==> config.mk <==
export PLATFORM = sky130hd
export DESIGN_NAME = shot_tracker
export DESIGN_NICKNAME = d
export VERILOG_FILES = /design/src/rtl/shot_tracker.sv
export SDC_FILE = /design/constraint.sdc
export NUM_CORES = 1
export LEC_CHECK = 0
export ABC_AREA = 0
export CAP_MARGIN = 20
export CORE_ASPECT_RATIO = 0.8
export CORE_MARGIN = 3
export CORE_UTILIZATION = 28
export DETAILED_ROUTE_END_ITERATION = 6
export GPL_ROUTABILITY_DRIVEN = 1
export PLACE_DENSITY_LB_ADDON = 0.12
export SYNTH_ARGS = -nofsm -noshare
export SYNTH_HDL_FRONTEND = slang
export SYNTH_SLANG_ARGS = --single-unit
==> constraint.sdc <==
create_clock -name clk -period 29.4 [get_ports clk]
set_input_delay 5.88 -clock clk [delete_from_list [all_inputs] [get_ports clk]]
set_output_delay 5.88 -clock clk [all_outputs]
set_load 0.005 [all_outputs]
==> src/rtl/shot_tracker.sv <==
// Shot record for the opponent board: debounced fire button, hit/miss judging
// against a static ship map, running counts, and a registered per-pixel lookup.
module shot_tracker #(
  parameter int GRID_SIZE   = 10,
  parameter int CELL_WIDTH  = 64,
  parameter int CELL_HEIGHT = 48,
  parameter int GRID_LEFT   = 144,
  parameter int GRID_TOP    = 35,
  parameter int SHIP_CELLS  = 17,
  parameter int SAMPLE_BITS = 16
) (
  input  logic                             clk,
  input  logic                             reset,
  input  logic                             btn_c,
  input  logic [3:0]                       cursor_row,
  input  logic [3:0]                       cursor_col,
  input  logic [GRID_SIZE*GRID_SIZE-1:0]   ship_map,
  input  logic                             bright,
  input  logic [9:0]                       hCount,
  input  logic [9:0]                       vCount,
  output logic                             in_grid,
  output logic [1:0]                       cell_state,
  output logic                             shot_valid,
  output logic                             shot_hit,
  output logic                             shot_repeat,
  output logic [6:0]                       shots_count,
  output logic [6:0]                       hits_count,
  output logic                             game_over
);

  localparam int          CELLS      = GRID_SIZE * GRID_SIZE;
  localparam int          CELL_SHIFT = $clog2(CELL_WIDTH);
  localparam logic [9:0]  H_LO       = 10'(GRID_LEFT);
  localparam logic [9:0]  H_HI       = 10'(GRID_LEFT + GRID_SIZE * CELL_WIDTH);
  localparam logic [9:0]  V_LO       = 10'(GRID_TOP);
  localparam logic [9:0]  V_HI       = 10'(GRID_TOP + GRID_SIZE * CELL_HEIGHT);
  localparam logic [6:0]  SHIP_TOTAL = 7'(SHIP_CELLS);
  localparam logic [6:0]  COUNT_MAX  = 7'(CELLS);

  typedef enum logic [1:0] {IDLE, CHECK, UPDATE, OVER} state_t;

  logic [SAMPLE_BITS-1:0] sampleCnt_q;
  logic [2:0]             history_q;
  logic                   debounced_q;
  logic                   prev_q;
  logic                   tick;
  logic                   firePulse;

  state_t                 state_q;
  logic [6:0]             idx_q;
  logic [CELLS-1:0]       shotBits_q;
  logic [CELLS-1:0]       hitBits_q;
  logic [6:0]             shots_q;
  logic [6:0]             hits_q;
  logic                   shotValid_q;
  logic                   shotHit_q;
  logic                   shotRepeat_q;
  logic                   gameOver_q;

  logic                   inGrid_d, inGrid_q;
  logic [1:0]             cellState_d, cellState_q;
  logic [3:0]             pixRow;
  logic [3:0]             pixCol;
  logic [6:0]             pixIdx;

  assign tick      = (sampleCnt_q == '0);
  assign firePulse = debounced_q & ~prev_q & tick;

  // Debounced level only moves on sample ticks, so a press yields one pulse.
  always_ff @(posedge clk) begin
    if (reset) begin
      sampleCnt_q <= '0;
      history_q   <= '0;
      debounced_q <= 1'b0;
      prev_q      <= 1'b0;
    end else begin
      sampleCnt_q <= sampleCnt_q + 1'b1;
      if (tick) begin
        history_q   <= {history_q[1:0], btn_c};
        debounced_q <= &{history_q[1:0], btn_c};
        prev_q      <= debounced_q;
      end
    end
  end

  always_ff @(posedge clk) begin
    if (reset) begin
      state_q      <= IDLE;
      idx_q        <= '0;
      shotBits_q   <= '0;
      hitBits_q    <= '0;
      shots_q      <= '0;
      hits_q       <= '0;
      shotValid_q  <= 1'b0;
      shotHit_q    <= 1'b0;
      shotRepeat_q <= 1'b0;
      gameOver_q   <= 1'b0;
    end else begin
      shotValid_q  <= 1'b0;
      shotHit_q    <= 1'b0;
      shotRepeat_q <= 1'b0;
      case (state_q)
        IDLE: begin
          if (firePulse && cursor_row < 4'(GRID_SIZE) && cursor_col < 4'(GRID_SIZE)) begin
            idx_q   <= 7'(cursor_row) * 7'(GRID_SIZE) + 7'(cursor_col);
            state_q <= CHECK;
          end
        end
        CHECK: begin
          if (shotBits_q[idx_q]) begin
            shotRepeat_q <= 1'b1;
            state_q      <= IDLE;
          end else begin
            state_q <= UPDATE;
          end
        end
        UPDATE: begin
          shotBits_q[idx_q] <= 1'b1;
          hitBits_q[idx_q]  <= ship_map[idx_q];
          shotValid_q       <= 1'b1;
          shotHit_q         <= ship_map[idx_q];
          if (shots_q < COUNT_MAX) shots_q <= shots_q + 7'd1;
          if (ship_map[idx_q] && hits_q < COUNT_MAX) hits_q <= hits_q + 7'd1;
          if (ship_map[idx_q] && (hits_q + 7'd1 == SHIP_TOTAL)) begin
            gameOver_q <= 1'b1;
            state_q    <= OVER;
          end else begin
            state_q <= IDLE;
          end
        end
        OVER: begin
          gameOver_q <= 1'b1;
        end
        default: state_q <= IDLE;
      endcase
    end
  end

  // Row comes from a boundary comparator chain since the cell height is not a power of two.
  always_comb begin
    inGrid_d = bright && (hCount >= H_LO) && (hCount < H_HI) &&
               (vCount >= V_LO) && (vCount < V_HI);
    pixCol   = 4'((hCount - H_LO) >> CELL_SHIFT);
    pixRow   = '0;
    for (int k = 1; k < GRID_SIZE; k++) begin
      if (vCount >= 10'(GRID_TOP + k * CELL_HEIGHT)) pixRow = pixRow + 4'd1;
    end
    pixIdx      = 7'(pixRow) * 7'(GRID_SIZE) + 7'(pixCol);
    cellState_d = 2'b00;
    if (inGrid_d) begin
      if (hitBits_q[pixIdx])       cellState_d = 2'b10;
      else if (shotBits_q[pixIdx]) cellState_d = 2'b01;
    end
  end

  always_ff @(posedge clk) begin
    if (reset) begin
      inGrid_q    <= 1'b0;
      cellState_q <= 2'b00;
    end else begin
      inGrid_q    <= inGrid_d;
      cellState_q <= cellState_d;
    end
  end

  assign in_grid     = inGrid_q;
  assign cell_state  = cellState_q;
  assign shot_valid  = shotValid_q;
  assign shot_hit    = shotHit_q;
  assign shot_repeat = shotRepeat_q;
  assign shots_count = shots_q;
  assign hits_count  = hits_q;
  assign game_over   = gameOver_q;

endmodule

---- Word level (Yosys, flattened, before mapping) ----
Index checks and enable logic that the tools add are counted.
word-level totals
  bits of input ports ..................... 132
  register bits after elaboration ......... 250
operators by class
  order comparisons ....................... 20
  mux-type cells .......................... 30
  multiply operators ...................... 2
  bitwise gates (word level) .............. 7
  equal/unequal tests ..................... 6
  reduce and logical (&&, ||, !) cells .... 23
  $add $sub $neg .......................... 14
operator list
  cell                                                                                   count
  100-bit bitwise mux                                                                    1
  100-bit bitwise OR                                                                     1
  10-bit by 9-bit greater-or-equal comparator with 1-bit output (second input constant)  5
  10-bit by 8-bit greater-or-equal comparator with 1-bit output (second input constant)  4
  4-bit by 1-bit adder with 4-bit output (second input constant)                         8
  4-bit two-way mux                                                                      8
  1-bit binary-select mux with 7-bit select                                              4
  10-bit < comparator (second input constant)                                            2
  16-bit by 1-bit adder with 16-bit output (second input constant)                       1
  16-bit zero test                                                                       1
  7-bit by 8-bit < comparator with 1-bit output (second input constant)                  2
  7-bit by 1-bit adder with 7-bit output (second input constant)                         2
  7-bit by 4-bit adder with 7-bit output                                                 2
  7-bit < comparator (second input constant)                                             2
  4-bit by 3-bit multiplier with 6-bit output (second input constant)                    2
  10-bit by 6-bit greater-or-equal comparator with 1-bit output (second input constant)  1
  10-bit by 7-bit greater-or-equal comparator with 1-bit output (second input constant)  1
  1-bit two-way mux                                                                      10
  2-bit AND reduction                                                                    5
  10-bit by 8-bit subtractor with 10-bit output (second input constant)                  1
  1-bit logical AND                                                                      9
  4-bit < comparator (second input constant)                                             2
  2-bit two-way mux                                                                      4
  1-bit demux with 7-bit select                                                          1
  other kinds (15)                                                                       23

---- Longest topological paths before layout ----
  depth in word-level cells ............... 24
  mapped depth ............................ 37
  mapped depth without buffers ............ 37

---- Worst setup path after synthesis ----
Ideal clock, no wire load.
  path kind ............................... input to register
  from .................................... in vCount[1]
  to ...................................... reg cellState_q[0], in the netlist cell_state[0]
  slack ................................... 16.096 ns
  arrival time ............................ 13.239 ns
  cell stages on the path ................. 35
  cell sequence ........................... a2111o_1 or2_4 o21ai_0 nand2_1 inv_1 ha_1 buf_2 xor2_1 ha_1 nand2_1 nand2_1 ha_1 inv_1 a211o_1 o211ai_1 ha_1 mux2_4 ha_1 mux2_4 ha_1 mux2_2 ha_1 nand2_1 xor2_1 xor2_1 ha_1 ha_1 xor2_1 clkbuf_1 mux4_2 a21oi_1 nand3_1 a211oi_1 mux2i_1 nor2b_1
between the ends
  longest elaborated chain between the ends .. 23
ends and longest elaborated chain
  what                                                                      RTL line  text
  from (decl)                                                               20        input logic [9:0] vCount,
  10-bit by 7-bit greater-or-equal comparator with 1-bit output             146       if (vCount >= 10'(GRID_TOP + k * CELL_HEIGHT)) pixRow = pixRow + 4'd1;
  1-bit two-way mux                                                         146
  4-bit by 1-bit adder with 4-bit output                                    146
  4-bit two-way mux                                                         146
  4-bit by 1-bit adder with 4-bit output                                    146
  4-bit two-way mux                                                         146
  4-bit by 1-bit adder with 4-bit output                                    146
  4-bit two-way mux                                                         146
  [7 not listed]                                                            -
  4-bit two-way mux                                                         146
  4-bit by 1-bit adder with 4-bit output                                    146
  4-bit two-way mux                                                         146
  4-bit by 3-bit multiplier with 6-bit output                               148       pixIdx = 7'(pixRow) * 7'(GRID_SIZE) + 7'(pixCol);
  7-bit by 4-bit adder with 7-bit output                                    148
  1-bit binary-select mux with 7-bit select, on equally long branches       151, 152
  1-bit two-way mux, on equally long branches                               151, 152
  3-bit OR reduction (no source line) or 1-bit two-way mux (tied branches)  -
  to (signal assigned)                                                      162       cellState_q <= cellState_d;
  to (decl)                                                                 61        logic [1:0] cellState_d, cellState_q;
Parallel ways exist; a longest one is shown, timed or not. The select of a mux whose other input is x is not followed.
A chain may end at the register's enable or synchronous reset.

---- Final worst setup path ----
  from .................................... in vCount[4]
  to ...................................... reg cellState_q[0], in the netlist cell_state[0]
The elaborated chain is that of the path after synthesis.

==> metrics <==
xor/xnor share of the synthesized area=0.0357; peak fanout along the critical path=13; area delta synth->final=22.3%; Pre-antenna DRT Iters=5; post-synthesis mux area share=0.167; Hold/Removal Path Class=reg -> reg; RSZ-0062 raised after global routing=false; Synth top area share=0.362; Die Y=approximately 200 µm; die extent in x=254 µm; storage element area=5010 µm²; CTS tree=built; Clk pwr share=0.368; grt ovf=0; placed insts=between 2000 and 2500; Synth Area in Simple Gates=0.197; Post-synth ARST share=0; Critical Path Most Common Cell=ha_1; multi-input combinational cell area=~8200 µm²; critical path capture point type=flip-flop; share of layout cells above drive strength 1=0.120; Slowest-stage cell, CP=mux4_2; setup TNS=0 ns; R2R Path End=hits_count[1]; wire per inst=19.8 µm; Avg Cell Area, Syn=between 8 and 9 µm²; largest net degree at the start of global routing=91; R2R cell count=12; Min Clock Period, post-route=between 10 and 15 ns; Vias=between 10000 and 15000; Slew Viols, Final=0; DP HPWL=between 20 and 30 mm; final instance count without filler cells=roughly 2400; IO Count=approximately 150; Post-synth top cells=272 x nor2_1, 250 x dfxtp_1, 225 x a21oi_1, 145 x nand2_1, 124 x clkbuf_1; clock skew=roughly 0.015 ns; Max IR drop VDD=between 70 and 80 µV; status=complete, no violations; Final Cell Area=16900 µm²; CORE AREA=about 49000 µm²; Synth Area in Compound Gates=0.158; post-CTS sizing=0; Slew @ Worst Pin=between 1 and 1.5 ns; Pint=682 µW; DR DRC count=0; final setup violating endpoints=0; Syn Inst Count=1635; Slew headroom=0.329; worst r2r src=idx_q[1]; combinational power share=0.292; DP Worst Slack=15.24 ns; Setup CP Type=in -> reg; root buffer cell=clkbuf_16; final wirelength=about 47 mm; r2r setup slk=24.86 ns; final net count=between 1500 and 2000; max-cap viol count=0; Psw=approximately 320 µW; period utilization=0.463; synth top area cells=dfxtp_1 36%, mux4_2 12%, a21oi_1 8.1%, nor2_1 7.4%, nand2_1 3.9%; DRC marker count from the first detailed-route iteration=~1100; antenna violations before repair=1; sequential element share of the synthesized area=0.362; CTS clk-pin slew, worst paths=0.06 ns; CTS Sinks=250; Vias/cell=5.22; Setup WS post-layout=around 16 ns; WHS=0.458 ns; Rows=72; hold path endpoint=hitBits_q[16]; final hold viol count=0; post-synthesis cell area=~14000 µm²; Port Buffer Count=148; Max stage delay on crit path=about 0.62 ns; Post-CTS Hold Buffers=0; global-route wire length before repair=roughly 73 mm; GRT Total Usage=0.177; HP Start=hitBits_q[16]; P_leak=0.00584 µW; Initial Utilization=0.285; GP Congestion=between 0.7 and 0.8; Pwr Density=slightly below 60 nW/µm²; htree depth=1; Post-CTS Setup Bufs=0; dominant cell type by area after synthesis=dfxtp_1; vias in the first global route=about 12000; critical path required time=between 20 and 30 ns; n_diodes=0; clock buffer depth=3; DIE AREA=52100 µm²; DP Area=about 16000 µm²; Min-Delay Path Depth=2; antenna viol nets, final=0; Post-synth EDFFs=0; Critical Path Start Type=input port; total CTS buffers=29; Post-synth top flop=dfxtp_1; largest family of logic cells by synthesized area=simple AND/OR/NAND/NOR gates; Yosys cell types=67; Sw Share=0.318; #FFs+latches synth=250; sequential share of power=0.340; critical path arrival=around 14 ns; Layout fillers=~5000; Skew-Pair Late Insertion Delay=approximately 0.57 ns; fmax=73.4 MHz; most frequent cell after synthesis=nor2_1; Post-Syn Nets=1800; Synth Area in Adders=0.0320; YS warnings=0
power by group through the flow:
stage / registers [µW] / logic, µW / clock network, µW
2_1_floorplan: 348 / 205 / 0
3_3_place_gp: 348 / 293 / 0
3_5_place_dp: 348 / 295 / 0
4_1_cts: 340 / 297 / 379
5_1_grt: 340 / 318 / 392
6_report: 340 / 292 / 368
cells in the final DEF, fill, tap and decap left out, types with 18 or more instances in the layout:
master,synthesis,routed
dfxtp_1,250,247
xor2_1,27,26
mux2_2,18,18
buf_4,0,36
nor3_1,99,93
a21oi_1,225,225
nand3_1,36,36
inv_1,37,37
o21ai_0,23,23
nand2_1,145,145
nor2_1,272,266
mux4_2,73,73
mux2i_1,43,43
ha_1,29,28
clkbuf_16,0,29
clkdlybuf4s50_1,0,147
a221oi_1,28,28
xnor2_1,24,23
through the flow:
stage                      util  total power [µW]
final                     0.348              1000
after global routing      0.348              1050
after CTS                 0.348              1020
after detailed placement  0.328               643
after global placement    0.328               641
after floorplan               -               553
state kept, by name (all words and copies together), names as in the netlist:
signal       count
hitBits_q      100
shotBits_q     100
sampleCnt_q     16
hits_count       7
idx_q            7
shots_count      7
cell_state       2
history_q        2
state_q          2
debounced_q      1
game_over        1
in_grid          1
prev_q           1
shot_hit         1
shot_repeat      1
shot_valid       1
area by class of cell:
class,instances,area share
clock buffer,44,0.0528
clock inverter,8,0.00422
timing repair buffer,185,0.104
tap,629,0.0466
multi-input combinational,1207,0.487
sequential,250,0.296
inverter,37,0.00822
logic make-up after synthesis:
family / count (synthesis)
AO/OA/AOI/OAI: 362
buffers and inverters: 178
multiplexers: 136
AND/OR/NAND/NOR: 623
flip-flops: 250
XOR/XNOR: 53
adder cells (fa/ha/maj): 33
how the worst max path moves through the flow:
stage | startpoint | to | slack, ns | cells after the start
floorplan | vCount[1] | cell_state[0] | 16.10 | 35
CTS | vCount[4] | cell_state[0] | 15.80 | 36
global placement | vCount[4] | cell_state[0] | 15.15 | 35
finish | vCount[4] | cell_state[0] | 15.78 | 36
detailed placement | vCount[4] | cell_state[0] | 15.24 | 36
global route | vCount[4] | cell_state[0] | 15.40 | 36
metal layers:
| layer | up-vias | track usage | share of wire | wire [µm] |
|---|---|---|---|---|
| met5 | - | 0 | 0 | 0 |
| met4 | 0 | 0.0327 | 0.016 | 746 |
| met3 | 58 | 0.0242 | 0.055 | 2600 |
| met2 | 319 | 0.270 | 0.43 | 20300 |
| met1 | 5973 | 0.267 | 0.50 | 23200 |
| li1 | 5966 | - | - | - |
worst max-delay path, delay by kind of cell:
kind,cells,cell delay [ns]
XOR/XNOR,4,0.76
AO/OA/AOI/OAI,6,1.36
multiplexers,5,1.62
AND/OR/NAND/NOR,8,1.04
adder cells (fa/ha/maj),9,2.52
buffers and inverters,4,0.93
Note: power is estimated with default switching activity, not from simulation.
